$ cat src/rtl/onchip_ram_burst_bridge_if.sv
`default_nettype none
// ============================================================================
// Module   : onchip_ram_burst_bridge_if
// Purpose  : Avalon-MM burst slave side plus single-beat on-chip RAM side.
// Revision : 1.0 - initial release
// ============================================================================
interface onchip_ram_burst_bridge_if #(
    parameter int ADDR_W  = 13,
    parameter int DATA_W  = 32,
    parameter int BURST_W = 4
);
    logic [ADDR_W-1:0]   s_address;
    logic [BURST_W-1:0]  s_burstcount;
    logic                s_read;
    logic                s_write;
    logic [DATA_W/8-1:0] s_byteenable;
    logic [DATA_W-1:0]   s_writedata;
    logic                s_waitrequest;
    logic [DATA_W-1:0]   s_readdata;
    logic                s_readdatavalid;
    logic                s_error;
    logic                freeze;
    logic [ADDR_W-1:0]   m_address;
    logic                m_chipselect;
    logic                m_write;
    logic [DATA_W/8-1:0] m_byteenable;
    logic [DATA_W-1:0]   m_writedata;
    logic                m_clken;
    logic [DATA_W-1:0]   m_readdata;

    // Bridge view: accepts commands on s_*, drives the RAM on m_*.
    modport slave (
        input  s_address, s_burstcount, s_read, s_write, s_byteenable, s_writedata,
        input  freeze, m_readdata,
        output s_waitrequest, s_readdata, s_readdatavalid, s_error,
        output m_address, m_chipselect, m_write, m_byteenable, m_writedata, m_clken
    );

    // Environment view: the data master plus the RAM itself.
    modport master (
        output s_address, s_burstcount, s_read, s_write, s_byteenable, s_writedata,
        output freeze, m_readdata,
        input  s_waitrequest, s_readdata, s_readdatavalid, s_error,
        input  m_address, m_chipselect, m_write, m_byteenable, m_writedata, m_clken
    );
endinterface
`default_nettype wire

$ cat src/rtl/onchip_ram_burst_bridge.sv
`default_nettype none
// ============================================================================
// Module   : onchip_ram_burst_bridge
// Purpose  : Splits Avalon-MM bursts into single RAM beats, traps out-of-range.
// Revision : 1.0 - initial release
// ============================================================================
module onchip_ram_burst_bridge #(
    parameter int                ADDR_W   = 13,
    parameter int                DATA_W   = 32,
    parameter int                DEPTH    = 5000,
    parameter int                BURST_W  = 4,
    parameter logic [DATA_W-1:0] OOR_DATA = 32'hDEADBEEF
) (
    input  wire logic                 clk,
    input  wire logic                 reset,
    onchip_ram_burst_bridge_if.slave  bus
);
    localparam logic [BURST_W-1:0] C_MAX_BURST = BURST_W'(2 ** (BURST_W - 1));
    localparam logic [BURST_W-1:0] C_ONE       = BURST_W'(1);
    localparam logic [ADDR_W:0]    C_DEPTH     = DEPTH[ADDR_W:0];

    typedef enum logic [1:0] {
        IDLE     = 2'd0,
        RD_BURST = 2'd1,
        WR_BURST = 2'd2
    } state_t;

    state_t              r_state;
    state_t              w_state_nxt;
    logic [BURST_W-1:0]  r_beats_left;
    logic [BURST_W-1:0]  w_beats_nxt;
    logic [ADDR_W-1:0]   r_addr;
    logic [ADDR_W-1:0]   w_addr_nxt;
    logic [ADDR_W-1:0]   w_issue_addr;
    logic [BURST_W-1:0]  w_burst_len;
    logic                w_issue_rd;
    logic                w_issue_wr;
    logic                w_in_range;
    logic                w_both_req;
    logic                w_waitreq;
    logic                r_rdv;
    logic                r_oor;
    logic                r_error;

    always_comb begin
        w_burst_len = bus.s_burstcount;
        if (bus.s_burstcount == '0) begin
            w_burst_len = C_ONE;
        end else if (bus.s_burstcount > C_MAX_BURST) begin
            w_burst_len = C_MAX_BURST;
        end
    end

    always_comb begin
        w_state_nxt  = r_state;
        w_beats_nxt  = r_beats_left;
        w_addr_nxt   = r_addr;
        w_issue_addr = r_addr + 1'b1;
        w_issue_rd   = 1'b0;
        w_issue_wr   = 1'b0;
        w_both_req   = 1'b0;
        w_waitreq    = 1'b1;
        case (r_state)
            IDLE: begin
                w_waitreq    = bus.freeze;
                w_issue_addr = bus.s_address;
                if (!reset && !bus.freeze && (bus.s_read || bus.s_write)) begin
                    w_addr_nxt  = bus.s_address;
                    w_beats_nxt = w_burst_len - C_ONE;
                    // A simultaneous read+write is served as the write only.
                    if (bus.s_write) begin
                        w_issue_wr = 1'b1;
                        w_both_req = bus.s_read;
                        if (w_burst_len != C_ONE) begin
                            w_state_nxt = WR_BURST;
                        end
                    end else begin
                        w_issue_rd = 1'b1;
                        if (w_burst_len != C_ONE) begin
                            w_state_nxt = RD_BURST;
                        end
                    end
                end
            end
            RD_BURST: begin
                // beats_left==0 is the trailing busy cycle after the last beat.
                if (r_beats_left == '0) begin
                    w_state_nxt = IDLE;
                end else if (!bus.freeze) begin
                    w_issue_rd  = 1'b1;
                    w_addr_nxt  = w_issue_addr;
                    w_beats_nxt = r_beats_left - C_ONE;
                end
            end
            WR_BURST: begin
                w_waitreq = bus.freeze;
                if (!bus.freeze && bus.s_write) begin
                    w_issue_wr  = 1'b1;
                    w_addr_nxt  = w_issue_addr;
                    w_beats_nxt = r_beats_left - C_ONE;
                    if (r_beats_left == C_ONE) begin
                        w_state_nxt = IDLE;
                    end
                end
            end
            default: begin
                w_state_nxt = IDLE;
            end
        endcase
    end

    assign w_in_range = ({1'b0, w_issue_addr} < C_DEPTH);

    always_ff @(posedge clk or posedge reset) begin
        if (reset) begin
            r_state      <= IDLE;
            r_beats_left <= '0;
            r_addr       <= '0;
            r_rdv        <= 1'b0;
            r_oor        <= 1'b0;
            r_error      <= 1'b0;
        end else begin
            r_state      <= w_state_nxt;
            r_beats_left <= w_beats_nxt;
            r_addr       <= w_addr_nxt;
            r_rdv        <= w_issue_rd;
            r_oor        <= w_issue_rd && !w_in_range;
            r_error      <= r_error | w_both_req
                          | ((w_issue_rd || w_issue_wr) && !w_in_range);
        end
    end

    assign bus.m_address       = w_issue_addr;
    assign bus.m_chipselect    = (w_issue_rd || w_issue_wr) && w_in_range;
    assign bus.m_write         = w_issue_wr && w_in_range;
    assign bus.m_byteenable    = bus.s_byteenable;
    assign bus.m_writedata     = bus.s_writedata;
    assign bus.m_clken         = 1'b1;

    assign bus.s_waitrequest   = reset | w_waitreq;
    assign bus.s_readdatavalid = r_rdv;
    assign bus.s_readdata      = r_oor ? OOR_DATA : bus.m_readdata;
    assign bus.s_error         = r_error;
endmodule
`default_nettype wire
$ cat src/flat_wrapper.sv
// flat-port wrapper written by rule: the top's interface ports become plain ports
module onchip_ram_burst_bridge_flat 
#(
    parameter int                ADDR_W   = 13,
    parameter int                DATA_W   = 32,
    parameter int                DEPTH    = 5000,
    parameter int                BURST_W  = 4,
    parameter logic [DATA_W-1:0] OOR_DATA = 32'hDEADBEEF
)
  (clk, reset, bus_s_address, bus_s_burstcount, bus_s_read, bus_s_write, bus_s_byteenable, bus_s_writedata, bus_freeze, bus_m_readdata, bus_s_waitrequest, bus_s_readdata, bus_s_readdatavalid, bus_s_error, bus_m_address, bus_m_chipselect, bus_m_write, bus_m_byteenable, bus_m_writedata, bus_m_clken);
  onchip_ram_burst_bridge_if #(.ADDR_W(ADDR_W), .DATA_W(DATA_W), .BURST_W(BURST_W)) bus_i ();
  input  wire logic clk;
  input  wire logic reset;
  input wire logic [$bits(bus_i.s_address)-1:0] bus_s_address;
  input wire logic [$bits(bus_i.s_burstcount)-1:0] bus_s_burstcount;
  input wire logic [$bits(bus_i.s_read)-1:0] bus_s_read;
  input wire logic [$bits(bus_i.s_write)-1:0] bus_s_write;
  input wire logic [$bits(bus_i.s_byteenable)-1:0] bus_s_byteenable;
  input wire logic [$bits(bus_i.s_writedata)-1:0] bus_s_writedata;
  input wire logic [$bits(bus_i.freeze)-1:0] bus_freeze;
  input wire logic [$bits(bus_i.m_readdata)-1:0] bus_m_readdata;
  output wire logic [$bits(bus_i.s_waitrequest)-1:0] bus_s_waitrequest;
  output wire logic [$bits(bus_i.s_readdata)-1:0] bus_s_readdata;
  output wire logic [$bits(bus_i.s_readdatavalid)-1:0] bus_s_readdatavalid;
  output wire logic [$bits(bus_i.s_error)-1:0] bus_s_error;
  output wire logic [$bits(bus_i.m_address)-1:0] bus_m_address;
  output wire logic [$bits(bus_i.m_chipselect)-1:0] bus_m_chipselect;
  output wire logic [$bits(bus_i.m_write)-1:0] bus_m_write;
  output wire logic [$bits(bus_i.m_byteenable)-1:0] bus_m_byteenable;
  output wire logic [$bits(bus_i.m_writedata)-1:0] bus_m_writedata;
  output wire logic [$bits(bus_i.m_clken)-1:0] bus_m_clken;
  assign bus_i.s_address = bus_s_address;
  assign bus_i.s_burstcount = bus_s_burstcount;
  assign bus_i.s_read = bus_s_read;
  assign bus_i.s_write = bus_s_write;
  assign bus_i.s_byteenable = bus_s_byteenable;
  assign bus_i.s_writedata = bus_s_writedata;
  assign bus_i.freeze = bus_freeze;
  assign bus_i.m_readdata = bus_m_readdata;
  assign bus_s_waitrequest = bus_i.s_waitrequest;
  assign bus_s_readdata = bus_i.s_readdata;
  assign bus_s_readdatavalid = bus_i.s_readdatavalid;
  assign bus_s_error = bus_i.s_error;
  assign bus_m_address = bus_i.m_address;
  assign bus_m_chipselect = bus_i.m_chipselect;
  assign bus_m_write = bus_i.m_write;
  assign bus_m_byteenable = bus_i.m_byteenable;
  assign bus_m_writedata = bus_i.m_writedata;
  assign bus_m_clken = bus_i.m_clken;
  onchip_ram_burst_bridge #(.ADDR_W(ADDR_W), .DATA_W(DATA_W), .DEPTH(DEPTH), .BURST_W(BURST_W), .OOR_DATA(OOR_DATA)) u_core (.clk(clk), .reset(reset), .bus(bus_i));
endmodule
$ cat config.mk
export PLATFORM = sky130hd
export DESIGN_NAME = onchip_ram_burst_bridge_flat
export DESIGN_NICKNAME = d
export VERILOG_FILES = /design/src/rtl/onchip_ram_burst_bridge_if.sv /design/src/rtl/onchip_ram_burst_bridge.sv /design/src/flat_wrapper.sv
export SDC_FILE = /design/constraint.sdc
export NUM_CORES = 1
export LEC_CHECK = 0
export CORE_MARGIN = 2
export CORE_UTILIZATION = 35
export CTS_CLUSTER_SIZE = 12
export DETAILED_ROUTE_END_ITERATION = 10
export PLACE_DENSITY_LB_ADDON = 0.2
export SYNTH_ARGS = -nofsm -noshare
export SYNTH_HDL_FRONTEND = slang
export SYNTH_SLANG_ARGS = --single-unit
$ cat constraint.sdc
create_clock -name clk -period 5.2 [get_ports clk]
set_clock_uncertainty 0.1 [all_clocks]
set_input_delay 0.78 -clock clk [delete_from_list [all_inputs] [get_ports clk]]
set_output_delay 0.78 -clock clk [all_outputs]
set_load 0.01 [all_outputs]
Word level (Yosys, flattened, before mapping) --
Cells that the tools add are included.
Storage, ports and cells: input port bits 90, logic and storage cells 79, register bits 22
Operators by class: $lt $le $gt $ge 2, add/sub/neg operators 3, reductions and logical operators 19, eq/ne operators 11, muxes and demuxes 35, bitwise logic cells 3
Operators with widths (number):
- $mux W13 | 5
- $pmux W13 S3 | 1
- $mux W32 | 1
- $mux W4 | 6
- $mux W2 | 7
- $add A13 B1 Y13 const B | 1
- $lt A13 B13 Y1 const B | 1
- $pmux W4 S3 | 1
- $mux W1 | 11
- $ne A2 B1 Y1 const B | 5
- $reduce_and A5 Y1 | 2
- $logic_not A4 Y1 | 2
- $sub A4 B1 Y4 const B | 2
- $logic_and A1 B1 Y1 | 7
- $pmux W2 S3 | 1
- $eq A4 B1 Y1 const B | 1
- $gt A4 B4 Y1 const B | 1
- $ne A2 B2 Y1 const B | 2
- $ne A4 B1 Y1 const B | 1
- $pmux W1 S2 | 2
- $logic_not A1 Y1 | 3
- $or A1 B1 Y1 | 3
- $reduce_bool A3 Y1 | 1
- $eq A2 B1 Y1 const B | 1
- 4 further kinds | 5

Logic depth before layout (Yosys ltp) --
word-level depth 8, depth in mapped cells 10, mapped depth without buffers 9

Worst setup path before layout --
Ideal clock, no wire load.
path kind reg2out, start point register u_core.r_state[0], end point output port bus_m_chipselect, buffers on the path 1, slack 2.313 ns, data arrival time 2.007 ns, data required time 4.320 ns, stages on the path, launching flop included 9, path through dfrtp_1 > inv_1 > ha_1 > buf_2 > inv_2 > or3_1 > a211o_1 > a41o_1 > a21boi_0
Between the ends: longest elaborated chain between the ends 4
RTL lines:
- start, declared | RTL line onchip_ram_burst_bridge.sv:28 | state_t r_state;
- start signal, assigned | RTL line onchip_ram_burst_bridge.sv:123 | r_state <= w_state_nxt;
- $logic_not A2 Y1, or another cell as far along | RTL line onchip_ram_burst_bridge.sv:63 | case (r_state)
- $mux W13 or $pmux W1 S2 (tied branches) | RTL line onchip_ram_burst_bridge.sv:63
- $lt A13 B13 Y1 or $logic_or A1 B1 Y1 (tied branches) | RTL line onchip_ram_burst_bridge.sv:112, onchip_ram_burst_bridge.sv:134
- $logic_and A1 B1 Y1 * | RTL line onchip_ram_burst_bridge.sv:134 | assign bus.m_chipselect = (w_issue_rd || w_issue_wr) && w_in_range;
- end, declared | RTL line flat_wrapper.sv:27 | output wire logic [$bits(bus_i.m_chipselect)-1:0] bus_m_chipselect;
Mark *: on every way between the ends. The rest lies on a longest branch, timed or not.

Final worst setup path --
Same ends and word-level chain as after synthesis.

==> results.toml <==
[run_status]
outcome = "complete, no violations"

[setup_path]
endpoint_kind = "output port"
worst_ep_required_time_ps = 4320
critPathLaunchType = "flip-flop"
cp.arrival_ps = 3500
crit_fanout = 26
worstSetupPathType = "flip-flop to output port"

[power]
switching_share_pct = 47.8
p_clk_share_pct = 7.1
intPower_uw = 818
leakagePower_uw = 0.00127
p_sw_uw = 748
power.share.sequential_pct = 23.3
ir_worst_vdd_uv = 318
power_frac_comb_pct = 69.7
p_per_area_mw_per_mm2 = 500

[detailed_routing]
viasPerCell = 5.12
drc_errors = 0
routed_wl_um = 7240
wire_per_inst_um = 16.6
vias = 2239
drt_pre_antenna_iters = 4
ant_nets = 0
drtIter0Drc = 93

[final_layout]
num_antenna_cells = 0
final_cells = 437
design_area_mm2 = 0.00313
fillCellCount = 628
final_nets = 461
mostFrequentLayoutCells = "clkdlybuf4s50_1, nand2_1, a21oi_1, or2_2, o21ai_0"
area_growth_pct = 35.9
drive_above_1_share_pct = 10.6
final_common_cell = "clkdlybuf4s50_1"

[sta]
fin_crit_sh_pct = 84.2
max_freq_mhz = 228
worst_pin_slew_ps = 1130
finalHoldViolations = 0
whs_ps = 389
tns_ps = 0
final_max_slew_viol_count = 0
maxSlewHeadroom_pct = 24.5
final-setup-viol-count = 0
period_needed_ps = 4380
rsz0062_at_grt = "no"

[floorplan]
die-area_mm2 = 0.00725
die_w_um = 85.1
placement_rows = 29
core_area_mm2 = 0.00635
die_h_um = 85.1
initial_core_util_pct = 36.3
io_pins = 177

[clocking]
htree_levels = 1
post_cts_resized = 0
clkLatencyLatePin_ps = 260
numCtsBuffers = 3
post_cts_buffers = 0
cts_tree = "yes"
ctsLongestPathBuffers = 2
root_buffer = "clkbuf_8"
hold_buffers = 0
cts.sinks = 22
clk_pin_slew_worst_paths_ps = 80

[logic_synthesis]
netlist_area_mm2 = 0.00230
synth_seq_area_share_pct = 23.9
ys_types = 50
synth-edff-count = 0
ys_warn_count = 0
synthArstFlopShare_pct = 100
synth_fp_nets = 405
syn_avg_cell_area_um2 = 7.53
ys_seq_elements = 22
synthCells = 306
synth_top_flop_cell = "dfrtp_1"

[global_routing]
track_usage_pct = 19.2
overflow = 0
grt_start_max_net_pins = 33
antenna_found_initial = 0
grt_pass1_vias = 2093
grt_first_pass_wirelength_um = 11200

[placement]
placed_cell_area_mm2 = 0.00309
placed_cells = 434
portBuffers = 103
place_congestion = 0.893
dp_hpwl_um = 5770

[flow_run]
max_cap_viol_count = 0

[hold_path]
hold_class = "flip-flop to flip-flop"
==> metrics by stage <==
stage	setup slack (ps)	power (µW)	utilization (%)
after floorplan	2310	1070	-
after global placement	1190	1450	48.7
after detailed placement	1130	1460	48.7
after CTS	814	1580	49.3
after global routing	556	1720	49.3
final	823	1570	49.3
==> metal layers <==
layer | global-route usage, % | vias to the layer above | part of all wire (%)
met5 | 0 | - | 0
li1 | - | 1117 | -
met3 | 7.78 | 6 | 11
met4 | 3.17 | 0 | 0.66
met1 | 24.0 | 1002 | 41
met2 | 31.8 | 114 | 47
==> synth_stat cells, drive strengths merged (3+ instances only) <==
master / number / area share (%)
buf: 42 / 14
nand2: 30 / 4.9
a21oi: 28 / 6.1
o21ai: 25 / 5.4
or2: 24 / 6.5
dfrtp: 22 / 24
nor2: 18 / 2.9
clkbuf: 12 / 2.0
nor2b: 11 / 3.0
ha: 9 / 4.9
inv: 9 / 1.5
nand2b: 9 / 2.4
nand3: 8 / 2.0
o22ai: 6 / 1.6
xor2: 6 / 2.3
xnor2: 5 / 1.9
nor3: 4 / 1.6
or3: 4 / 1.3
mux2i: 3 / 1.3
o211ai: 3 / 0.98
o21a: 3 / 0.98
==> worst paths after layout <==
check / startpoint / to / slack [ps] / cells past startpoint
min reg2reg: u_core.bus.s_error / u_core.bus.s_error / 390 / 1
max reg2reg: u_core.r_state[0] / u_core.bus.s_error / 2200 / 7
max in group asynchronous: reset / u_core.r_beats_left[0] / 3390 / 2
max: u_core.r_state[0] / bus_m_chipselect / 820 / 8
min: u_core.bus.s_error / u_core.bus.s_error / 390 / 1
min in group asynchronous: reset / u_core.r_addr[12] / 1040 / 2
==> area by class of cell <==
cell class / instances / area, µm² / share of cell area [%]
flip-flops and latches: 22 / 551 / 17.6
clock buffers: 3 / 41.3 / 1.32
well taps: 77 / 96.3 / 3.08
multi-input cells: 221 / 1360 / 43.5
inverters: 9 / 33.8 / 1.08
repair buffers: 105 / 1050 / 33.4
==> state kept, by name, summed over array words and instances (netlist names) <==
signal,flops
u_core.bus.s_readdatavalid,1
u_core.bus.s_error,1
u_core.r_beats_left,4
u_core.r_addr,13
u_core.r_state,2
u_core.r_oor,1
==> cells by family (layout without fill, tap and decap cells) <==
kind of cell,after synthesis,after routing,synth area share (%)
buffers and inverters,63,117,16.9
XOR/XNOR,11,11,4.18
AND/OR/NAND/NOR,116,116,27.2
adder cells (fa/ha/maj),9,9,4.89
other,1,1,0.163
AO/OA/AOI/OAI,79,79,20.4
multiplexers,5,5,2.28
flip-flops,22,22,23.9
==> worst max-delay path, stage by stage (launching register included) <==
cell and delay (ps):
dfrtp_1 410, inv_1 100, ha_1 720, inv_2 200, or3_1 400, a211o_1 300
a41o_1 310, a21boi_0 210, clkdlybuf4s50_1 560
==> power by group through the flow <==
| stage | clock network (µW) | registers [µW] | logic [µW] |
|---|---|---|---|
| floorplan | 0 | 317 | 756 |
| global placement | 0 | 364 | 1090 |
| detailed placement | 0 | 366 | 1090 |
| CTS | 115 | 363 | 1100 |
| global route | 122 | 383 | 1220 |
| finish | 110 | 364 | 1090 |
Power figures use the tool's default switching activity.
